`config.mk`:
```
export PLATFORM = sky130hd
export DESIGN_NAME = mult_seq_fsm
export DESIGN_NICKNAME = d
export VERILOG_FILES = /design/src/rtl/mult_seq_fsm.sv
export SDC_FILE = /design/constraint.sdc
export NUM_CORES = 1
export LEC_CHECK = 0
export CAP_MARGIN = 10
export CORE_AREA = 2 2 39 41
export CTS_CLUSTER_DIAMETER = 200
export DETAILED_ROUTE_END_ITERATION = 16
export DIE_AREA = 0 0 41 43
export GPL_TIMING_DRIVEN = 0
export PLACE_DENSITY = 0.75
export SLEW_MARGIN = 0
export SYNTH_ARGS = -nofsm -noshare
export SYNTH_HDL_FRONTEND = slang
export SYNTH_SLANG_ARGS = --single-unit
export TNS_END_PERCENT = 100
```
`constraint.sdc`:
```
create_clock -name clk -period 1.3 [get_ports clk]
set_input_delay 0.26 -clock clk [delete_from_list [all_inputs] [get_ports clk]]
set_output_delay 0.26 -clock clk [all_outputs]
set_load 0.01 [all_outputs]
```
`src/rtl/mult_seq_fsm.sv`:
```
// Step sequencer for an A_W x B_W multiply built from one A_CW x B_CW partial-product unit.
// Walks the (ai, bi) chunk grid, optionally skipping steps above the low result half.
module mult_seq_fsm #(
    parameter int A_W  = 32,
    parameter int B_W  = 32,
    parameter int A_CW = 8,
    parameter int B_CW = 16,
    parameter int LO_W = 32
) (
    input  logic                                                  clk,
    input  logic                                                  rst,
    input  logic                                                  start,
    input  logic                                                  mode,
    input  logic                                                  abort,
    input  logic                                                  ack,
    output logic                                                  ready,
    output logic                                                  busy,
    output logic                                                  valid,
    output logic [((A_W / A_CW) > 1 ? $clog2(A_W / A_CW) : 1)-1:0] a_sel,
    output logic [((B_W / B_CW) > 1 ? $clog2(B_W / B_CW) : 1)-1:0] b_sel,
    output logic [$clog2(A_W + B_W)-1:0]                          shift_val,
    output logic                                                  upd_prod,
    output logic                                                  clr_prod
);

    localparam int NA   = A_W / A_CW;
    localparam int NB   = B_W / B_CW;
    localparam int AI_W = (NA > 1) ? $clog2(NA) : 1;
    localparam int BI_W = (NB > 1) ? $clog2(NB) : 1;
    localparam int SH_W = $clog2(A_W + B_W);

    if ((A_W % A_CW) != 0) begin : g_chk_a
        $error("mult_seq_fsm: A_W must be a multiple of A_CW");
    end
    if ((B_W % B_CW) != 0) begin : g_chk_b
        $error("mult_seq_fsm: B_W must be a multiple of B_CW");
    end

    typedef enum logic [1:0] {
        S_IDLE = 2'd0,
        S_RUN  = 2'd1,
        S_DONE = 2'd2
    } state_e;

    state_e          state_q, state_d;
    logic [AI_W-1:0] ai_q, ai_d;
    logic [BI_W-1:0] bi_q, bi_d;
    logic            mode_q, mode_d;

    int              nxt_ai;
    int              nxt_bi;
    logic            nxt_end;
    logic            ready_raw;

    function automatic int step_shift(input int a, input int b);
        return a * A_CW + b * B_CW;
    endfunction

    function automatic logic step_skipped(input logic m, input int a, input int b);
        return !m && (step_shift(a, b) >= LO_W);
    endfunction

    // Next non-skipped step. Shifts grow with ai inside a row and with bi down
    // column 0, so once a step is skipped only the start of the next row can survive.
    always_comb begin
        // NOTE: every comb output gets a default first so no path can infer a latch.
        nxt_ai  = 0;
        nxt_bi  = 0;
        nxt_end = 1'b0;
        if (int'(ai_q) < NA - 1) begin
            nxt_ai = int'(ai_q) + 1;
            nxt_bi = int'(bi_q);
        end else if (int'(bi_q) < NB - 1) begin
            nxt_ai = 0;
            nxt_bi = int'(bi_q) + 1;
        end else begin
            nxt_end = 1'b1;
        end
        if (!nxt_end && step_skipped(mode_q, nxt_ai, nxt_bi)) begin
            if (nxt_ai != 0 && nxt_bi < NB - 1 && !step_skipped(mode_q, 0, nxt_bi + 1)) begin
                nxt_ai = 0;
                nxt_bi = nxt_bi + 1;
            end else begin
                nxt_end = 1'b1;
            end
        end
    end

    always_comb begin
        state_d   = state_q;
        ai_d      = ai_q;
        bi_d      = bi_q;
        mode_d    = mode_q;
        ready_raw = 1'b0;
        upd_prod  = 1'b0;
        clr_prod  = 1'b0;
        ready     = 1'b0;

        case (state_q)
            S_IDLE: ready_raw = 1'b1;
            S_RUN: begin
                if (abort) begin
                    state_d = S_IDLE;
                    ai_d    = '0;
                    bi_d    = '0;
                end else begin
                    upd_prod = rst;
                    if (nxt_end) begin
                        state_d = S_DONE;
                        ai_d    = '0;
                        bi_d    = '0;
                    end else begin
                        ai_d = AI_W'(nxt_ai);
                        bi_d = BI_W'(nxt_bi);
                    end
                end
            end
            S_DONE: begin
                if (abort) begin
                    state_d = S_IDLE;
                    ai_d    = '0;
                    bi_d    = '0;
                end else if (ack) begin
                    ready_raw = 1'b1;
                    state_d   = S_IDLE;
                end
            end
            default: begin
                state_d = S_IDLE;
                ai_d    = '0;
                bi_d    = '0;
            end
        endcase

        // Abort already suppressed ready_raw above, so it also wins over start.
        ready = rst && ready_raw;
        if (start && ready) begin
            clr_prod = 1'b1;
            mode_d   = mode;
            ai_d     = '0;
            bi_d     = '0;
            state_d  = S_RUN;
        end
    end

    always_ff @(posedge clk) begin
        // NOTE: state registers use non-blocking assignments so every flop samples pre-edge values.
        if (!rst) begin
            state_q <= S_IDLE;
            ai_q    <= '0;
            bi_q    <= '0;
            mode_q  <= 1'b0;
        end else begin
            state_q <= state_d;
            ai_q    <= ai_d;
            bi_q    <= bi_d;
            mode_q  <= mode_d;
        end
    end

    assign busy      = (state_q == S_RUN);
    assign valid     = (state_q == S_DONE);
    assign a_sel     = ai_q;
    assign b_sel     = bi_q;
    assign shift_val = SH_W'(step_shift(int'(ai_q), int'(bi_q)));

endmodule

```
==> flow_metrics.py, run 1 <==
metrics = {
    "timing": {
        "tightest_slew_ns": 0.535,
        "finalSetupTns_ns": -0.940,
        "setup_ws_ns": -0.213,
        "fmax_mhz": 661,
        "final_hold_viol_count": 0,
        "relSlewSlack_pct": 64.3,
        "rsz0062_at_grt": "yes",
        "finalCritPeriodShare_pct": 116,
        "fin_skew_ns": 0.00809,
        "report.final.slew_viol_count": 0,
        "min_period_ns": 1.51,
        "finalSetupViolCount": 9,
    },
    "pwr": {
        "clkPwrFrac_pct": 42.6,
        "pwr-share-seq_pct": 39.0,
        "power_frac_comb_pct": 18.3,
        "power.internal_mw": 0.346,
        "netSwitchingFraction_pct": 27.7,
        "power_density_nw_per_um2": 606,
        "leakage_nw": 0.355,
        "power_mw": 0.479,
        "switching_power_mw": 0.133,
        "peakVddDrop_uv": 326,
    },
    "drt": {
        "drt_wl_total_mm": 1.15,
        "wire_per_inst_um": 12.0,
        "drc": 0,
        "via_per_inst": 4.76,
        "firstDrtPassIters": 4,
        "ant_nets": 0,
        "drt-initial-drc-count": 6,
        "vias": 457,
    },
    "layout": {
        "nets": 91,
        "diodes": 0,
        "fillCellCount": 122,
        "area_growth_pct": 86.4,
        "postLayoutCellArea_um2": 791,
        "drive_above_1_share_pct": 55.0,
    },
    "grt": {
        "grt_remaining_overflow": 0,
        "grt_pass1_vias": 392,
        "grt_pass1_wl_mm": 1.61,
        "antenna_found_initial": 0,
        "grt_usage_pct": 13.5,
        "grt_max_degree": 8,
    },
    "clock_tree": {
        "h-tree-depth": 1,
        "clock_latency_ns": 0.26,
        "clkTransAtPathRegs_ns": 0.05,
        "cts_hold_buffers": 0,
        "cts_tree": "built",
        "clock_path_buffers": 2,
        "cts_made_buffers": 3,
        "cts.sinks": 6,
        "root_buffer": "clkbuf_4",
    },
    "worst_setup_path": {
        "end_kind": "output port",
        "critical_path.max_stage_delay_ns": 0.33,
        "cp_cell_sequence": "dlygate4sd2_1 > nand2b_4 > a211o_1 > inv_1 > buf_2",
        "worstSetupPathType": "primary input to output port",
        "cp.arrival_ns": 1.25,
        "cpMaxStageDelayCell": "dlygate4sd2_1",
        "regToRegStartpoint": "a_sel[1]$_SDFFE_PP0P_",
        "crit_required_ns": 1.04,
        "cp_max_fo": 5,
        "cp-startpoint": "abort",
        "start_kind": "primary input",
    },
    "outcome": {
        "status": "finished with violations",
        "violations": "setup timing",
    },
    "synth": {
        "ys_ff_latch": 6,
        "syn_area_um2": 424,
        "synth_warnings": 0,
        "async_flop_share_pct": 0,
        "ys_seq_area_share_pct": 28.3,
        "syn_inst": 50,
        "yosysUniqueCellTypes": 24,
        "synth-main-ff-cell": "dfxtp_1",
        "synth_edf_count": 0,
        "syn_avg_cell_area_um2": 8.48,
    },
    "job": {
        "maxCapViolations": 0,
    },
    "hold_path": {
        "hold_path.startpoint": "rst",
        "hold_path.class": "primary input to flop",
    },
    "placement": {
        "hpwlAfterDp_um": 702,
        "gp_congestion": 0.687,
        "placed_cell_area_um2": 653,
        "io_buffers": 16,
        "pre_cts_slack_ns": -0.912,
    },
    "floorplanning": {
        "num_rows": 14,
        "die_area_um2": 1760,
        "die_w_um": 41,
        "core_um2": 1380,
        "die_y_um": 43,
        "start_util_pct": 30.7,
        "pin_count": 20,
    },
}
[what timing repair did]
item | 4_1_cts | 5_1_grt
pin swaps | 5 | 3
resized for setup | 50 | 5
endpoints found under the setup margin | 17 | 10
setup buffers | 7 | 1
hold endpoints to repair | 0 | 0
[cell families after synthesis]
group / synth area share, %
mux: 2.36
simple gates: 29.5
fa+ha+maj: 11.8
flops: 28.3
compound gates: 15.6
other cells: 0.884
buf+inv: 11.5
[metrics by stage]
step | hold WS [ns] | utilization, % | instances
detailed placement | 0.463 | 47.2 | 84
CTS | 0.451 | 54.8 | 95
global placement | 0.454 | 47.2 | 84
floorplan | 0.340 | - | 52
global route | 0.498 | 57.1 | 96
finish | 0.448 | 57.1 | 96
[worst paths after layout]
kind | slack (ns) | end | depth (start not counted)
worst max-delay path | -0.21 | clr_prod | 5
worst max register to register | -0.17 | state_q[1]$_SDFFE_PP0P_ | 6
worst min-delay path | 0.45 | mode_q$_SDFFE_PN0P_ | 3
worst min register to register | 0.47 | mode_q$_SDFFE_PN0P_ | 2
[metal layers]
layer / up-vias / track usage [%] / wire length [um]
met2: 19 / 21.3 / 607
met4: 0 / 8.00 / 19
met5: - / 0 / 0
met3: 2 / 3.14 / 61
li1: 228 / - / -
met1: 208 / 15.6 / 464
[sequential cells by signal (all words and copies together), names as in the netlist]
| register | flops |
|---|---|
| mode_q | 1 |
| a_sel | 2 |
| state_q | 2 |
| b_sel | 1 |
[critical path: cells and delay by family]
kind                   cells  cell delay, ns
and+or+nand+nor            1            0.19
buffers and inverters      3            0.49
AOI/OAI and AO/OA          1            0.31
[cells in the mapped netlist, drive strengths merged (2+ instances only)]
| library cell | count | area (um^2) |
|---|---|---|
| dfxtp | 6 | 120 |
| inv | 5 | 18.8 |
| nand2 | 5 | 18.8 |
| buf | 4 | 30.0 |
| ha | 4 | 50.1 |
| a211oi | 3 | 22.5 |
| a21oi | 3 | 15.0 |
| nand2b | 3 | 18.8 |
| nand3 | 2 | 10.0 |
[layout make-up]
type                       instances  area (um^2)  area share (%)
multi-input combinational         37          368            46.5
timing repair buffer              24          194            24.5
sequential                         6          134            16.9
buffer                             4         30.0            3.80
clock buffer                       4         26.3            3.32
tap                               16         20.0            2.53
inverter                           5         18.8            2.37
[cells in the final DEF, fill, tap and decap left out, types with 2 or more instances in the layout]
cell	Yosys	layout
a211oi_2	0	3
a21oi_2	0	2
buf_2	0	5
buf_4	4	11
buf_6	0	3
clkbuf_4	0	3
clkdlybuf4s50_1	0	2
conb_1	1	3
dfxtp_2	0	2
dfxtp_4	0	3
dlygate4sd2_1	0	6
ha_4	0	4
inv_1	5	3
inv_2	0	2
nand2_1	5	5
nand2b_4	0	2
nand3_1	2	2
[power groups by stage]
stage	logic [mW]	registers [mW]	clock network (mW)
after global placement	0.0778	0.192	0
after CTS	0.0807	0.187	0.199
final	0.0879	0.187	0.204
after detailed placement	0.0785	0.192	0
after global routing	0.0955	0.188	0.209
after floorplan	0.0425	0.191	0
No activity file was read; power rests on OpenSTA's default activity.
==> run 2, diff against run 1 <==
--- a/config.mk
+++ b/config.mk
@@ -12,6 +12,7 @@
 export DIE_AREA = 0 0 41 43
 export GPL_TIMING_DRIVEN = 0
 export PLACE_DENSITY = 0.75
+export SKIP_CTS_REPAIR_TIMING = 1
 export SLEW_MARGIN = 0
 export SYNTH_ARGS = -nofsm -noshare
 export SYNTH_HDL_FRONTEND = slang
==> run 2 against run 1 <==
- the run still ends with setup timing left
- highest routed layer unchanged
- register-to-register slack worse by 0.07 ns
- via count down 1.5%
- core utilization up 1.6 points
==> flow_metrics.py, run 2 (synthesized netlist as in run 1, its figures left out) <==
metrics = {
    "clock_tree": {
        "clock_path_buffers": 2,
        "root_buffer": "clkbuf_4",
        "cts_tree": "built",
        "cts.sinks": 6,
        "clkTransAtPathRegs_ns": 0.05,
        "h-tree-depth": 1,
        "clock_latency_ns": 0.26,
        "cts_made_buffers": 3,
    },
    "worst_setup_path": {
        "worstSetupPathType": "flop to flop",
        "crit_required_ns": 1.48,
        "end_kind": "flop",
        "rrSetupSlack_ns": -0.24,
        "start_kind": "flop",
        "cp.arrival_ns": 1.72,
        "cp_max_fo": 4,
    },
    "layout": {
        "stdcell_count": 95,
        "drive_above_1_share_pct": 45.6,
        "diodes": 0,
        "nets": 90,
        "multi_input_area_um2": 352,
        "post-route-util_pct": 58.8,
        "final_common_cell": "dlymetal6s2s_1",
        "fillCellCount": 118,
        "layout_common_cells": "dlymetal6s2s_1 (11), buf_4 (10), nand2_1 (5), inv_1 (4)",
        "regArea_um2": 134,
        "area_growth_pct": 91.7,
    },
    "timing": {
        "setup_ws_ns": -0.237,
        "fin_skew_ns": 0.00238,
        "finalSetupViolCount": 8,
        "min_period_ns": 1.54,
        "fmax_mhz": 651,
        "report.final.slew_viol_count": 0,
        "rsz0062_at_grt": "yes",
        "finalCritPeriodShare_pct": 118,
        "final_hold_viol_count": 0,
    },
    "pwr": {
        "clkPwrFrac_pct": 42.3,
        "power_frac_comb_pct": 18.2,
        "power_mw": 0.475,
        "power_density_nw_per_um2": 585,
        "pwr-share-seq_pct": 39.5,
        "power.internal_mw": 0.347,
        "leakage_nw": 0.487,
        "switching_power_mw": 0.129,
        "netSwitchingFraction_pct": 27.1,
        "peakVddDrop_uv": 287,
    },
    "placement": {
        "io_buffers": 16,
        "dp.cells": 84,
        "hpwlAfterDp_um": 702,
        "gp_congestion": 0.687,
    },
    "grt": {
        "grt_remaining_overflow": 0,
        "grt_pass1_wl_mm": 1.34,
        "grt_pass1_vias": 334,
        "grt_max_degree": 8,
        "grt_usage_pct": 11.4,
        "antenna_found_initial": 0,
    },
    "job": {
        "maxCapViolations": 0,
    },
    "drt": {
        "wire_per_inst_um": 11.3,
        "via_per_inst": 4.74,
        "drc": 0,
        "firstDrtPassIters": 4,
        "vias": 450,
        "ant_nets": 0,
        "drt_wl_total_mm": 1.07,
        "drt-initial-drc-count": 2,
    },
    "floorplanning": {
        "pin_count": 20,
        "die_w_um": 41,
        "die_y_um": 43,
        "num_rows": 14,
        "core_um2": 1380,
        "start_util_pct": 30.7,
        "die_area_um2": 1760,
    },
    "hold_path": {
        "hold_path.class": "primary input to flop",
    },
    "outcome": {
        "status": "finished with violations",
        "violations": "setup timing",
    },
}
==> run 2: cell types whose count changed in the layout (fill, tap and decap cells not counted), sizes merged <==
cell	delta
dlymetal6s2s	+11
dlygate4sd2	-6
buf	-5
clkbuf	+1
clkdlybuf4s15	-1
clkdlybuf4s50	-1
==> run 2: area by class of cell <==
| cell class | count | share of cell area (%) |
|---|---|---|
| timing repair buffer | 23 | 28.6 |
| inverter | 5 | 2.31 |
| tap | 16 | 2.46 |
| clock buffer | 4 | 3.23 |
| multi-input combinational | 37 | 43.2 |
| sequential | 6 | 16.5 |
| buffer | 4 | 3.69 |
==> run 2: path summary, 6_finish.rpt <==
kind | cells after the start | end | startpoint
setup / recovery | 6 | b_sel$_SDFFE_PP0P_ | a_sel[1]$_SDFFE_PP0P_
hold / removal | 3 | mode_q$_SDFFE_PN0P_ | rst
setup reg to reg | 6 | b_sel$_SDFFE_PP0P_ | a_sel[1]$_SDFFE_PP0P_
hold reg to reg | 2 | mode_q$_SDFFE_PN0P_ | mode_q$_SDFFE_PN0P_
==> run 2: critical path: stages, from the launching register on <==
cell,delay [ns]
dfxtp_4,0.36
ha_4,0.17
ha_4,0.16
nor4b_4,0.35
buf_4,0.17
nand3_2,0.08
a211oi_2,0.17
==> run 2: routing by layer <==
| layer | GRT usage, % | wire length, um | vias to the layer above |
|---|---|---|---|
| met2 | 16.6 | 542 | 19 |
| met1 | 13.6 | 444 | 204 |
| met5 | 0 | 0 | - |
| met4 | 8.00 | 23 | 0 |
| met3 | 3.14 | 63 | 4 |
| li1 | - | - | 223 |
==> run 2: power groups by stage <==
stage | registers [mW] | logic (mW) | clock network [mW]
3_3_place_gp | 0.192 | 0.0778 | 0
4_1_cts | 0.189 | 0.0788 | 0.199
3_5_place_dp | 0.192 | 0.0785 | 0
5_1_grt | 0.189 | 0.0931 | 0.206
2_1_floorplan | 0.191 | 0.0425 | 0
6_report | 0.188 | 0.0863 | 0.201
==> run 2: metrics by stage <==
step | hold slack [ns] | setup WS [ns] | TNS (ns) | area [um^2]
2_1_floorplan | 0.340 | -0.0854 | -0.246 | 473
3_5_place_dp | 0.463 | -0.912 | -4.43 | 653
3_3_place_gp | 0.454 | -0.892 | -4.26 | 653
4_1_cts | 0.470 | -0.914 | -5.16 | 679
6_report | 0.333 | -0.237 | -1.20 | 813
5_1_grt | 0.386 | -0.311 | -1.77 | 813
==> run 3, diff against run 2 <==
--- a/config.mk
+++ b/config.mk
@@ -5,7 +5,7 @@
 export SDC_FILE = /design/constraint.sdc
 export NUM_CORES = 1
 export LEC_CHECK = 0
-export CAP_MARGIN = 10
+export CAP_MARGIN = 15
 export CORE_AREA = 2 2 39 41
 export CTS_CLUSTER_DIAMETER = 200
 export DETAILED_ROUTE_END_ITERATION = 16
==> results of run 3 <==
No change in the layout: final DEF, timing and power equal those of run 2.
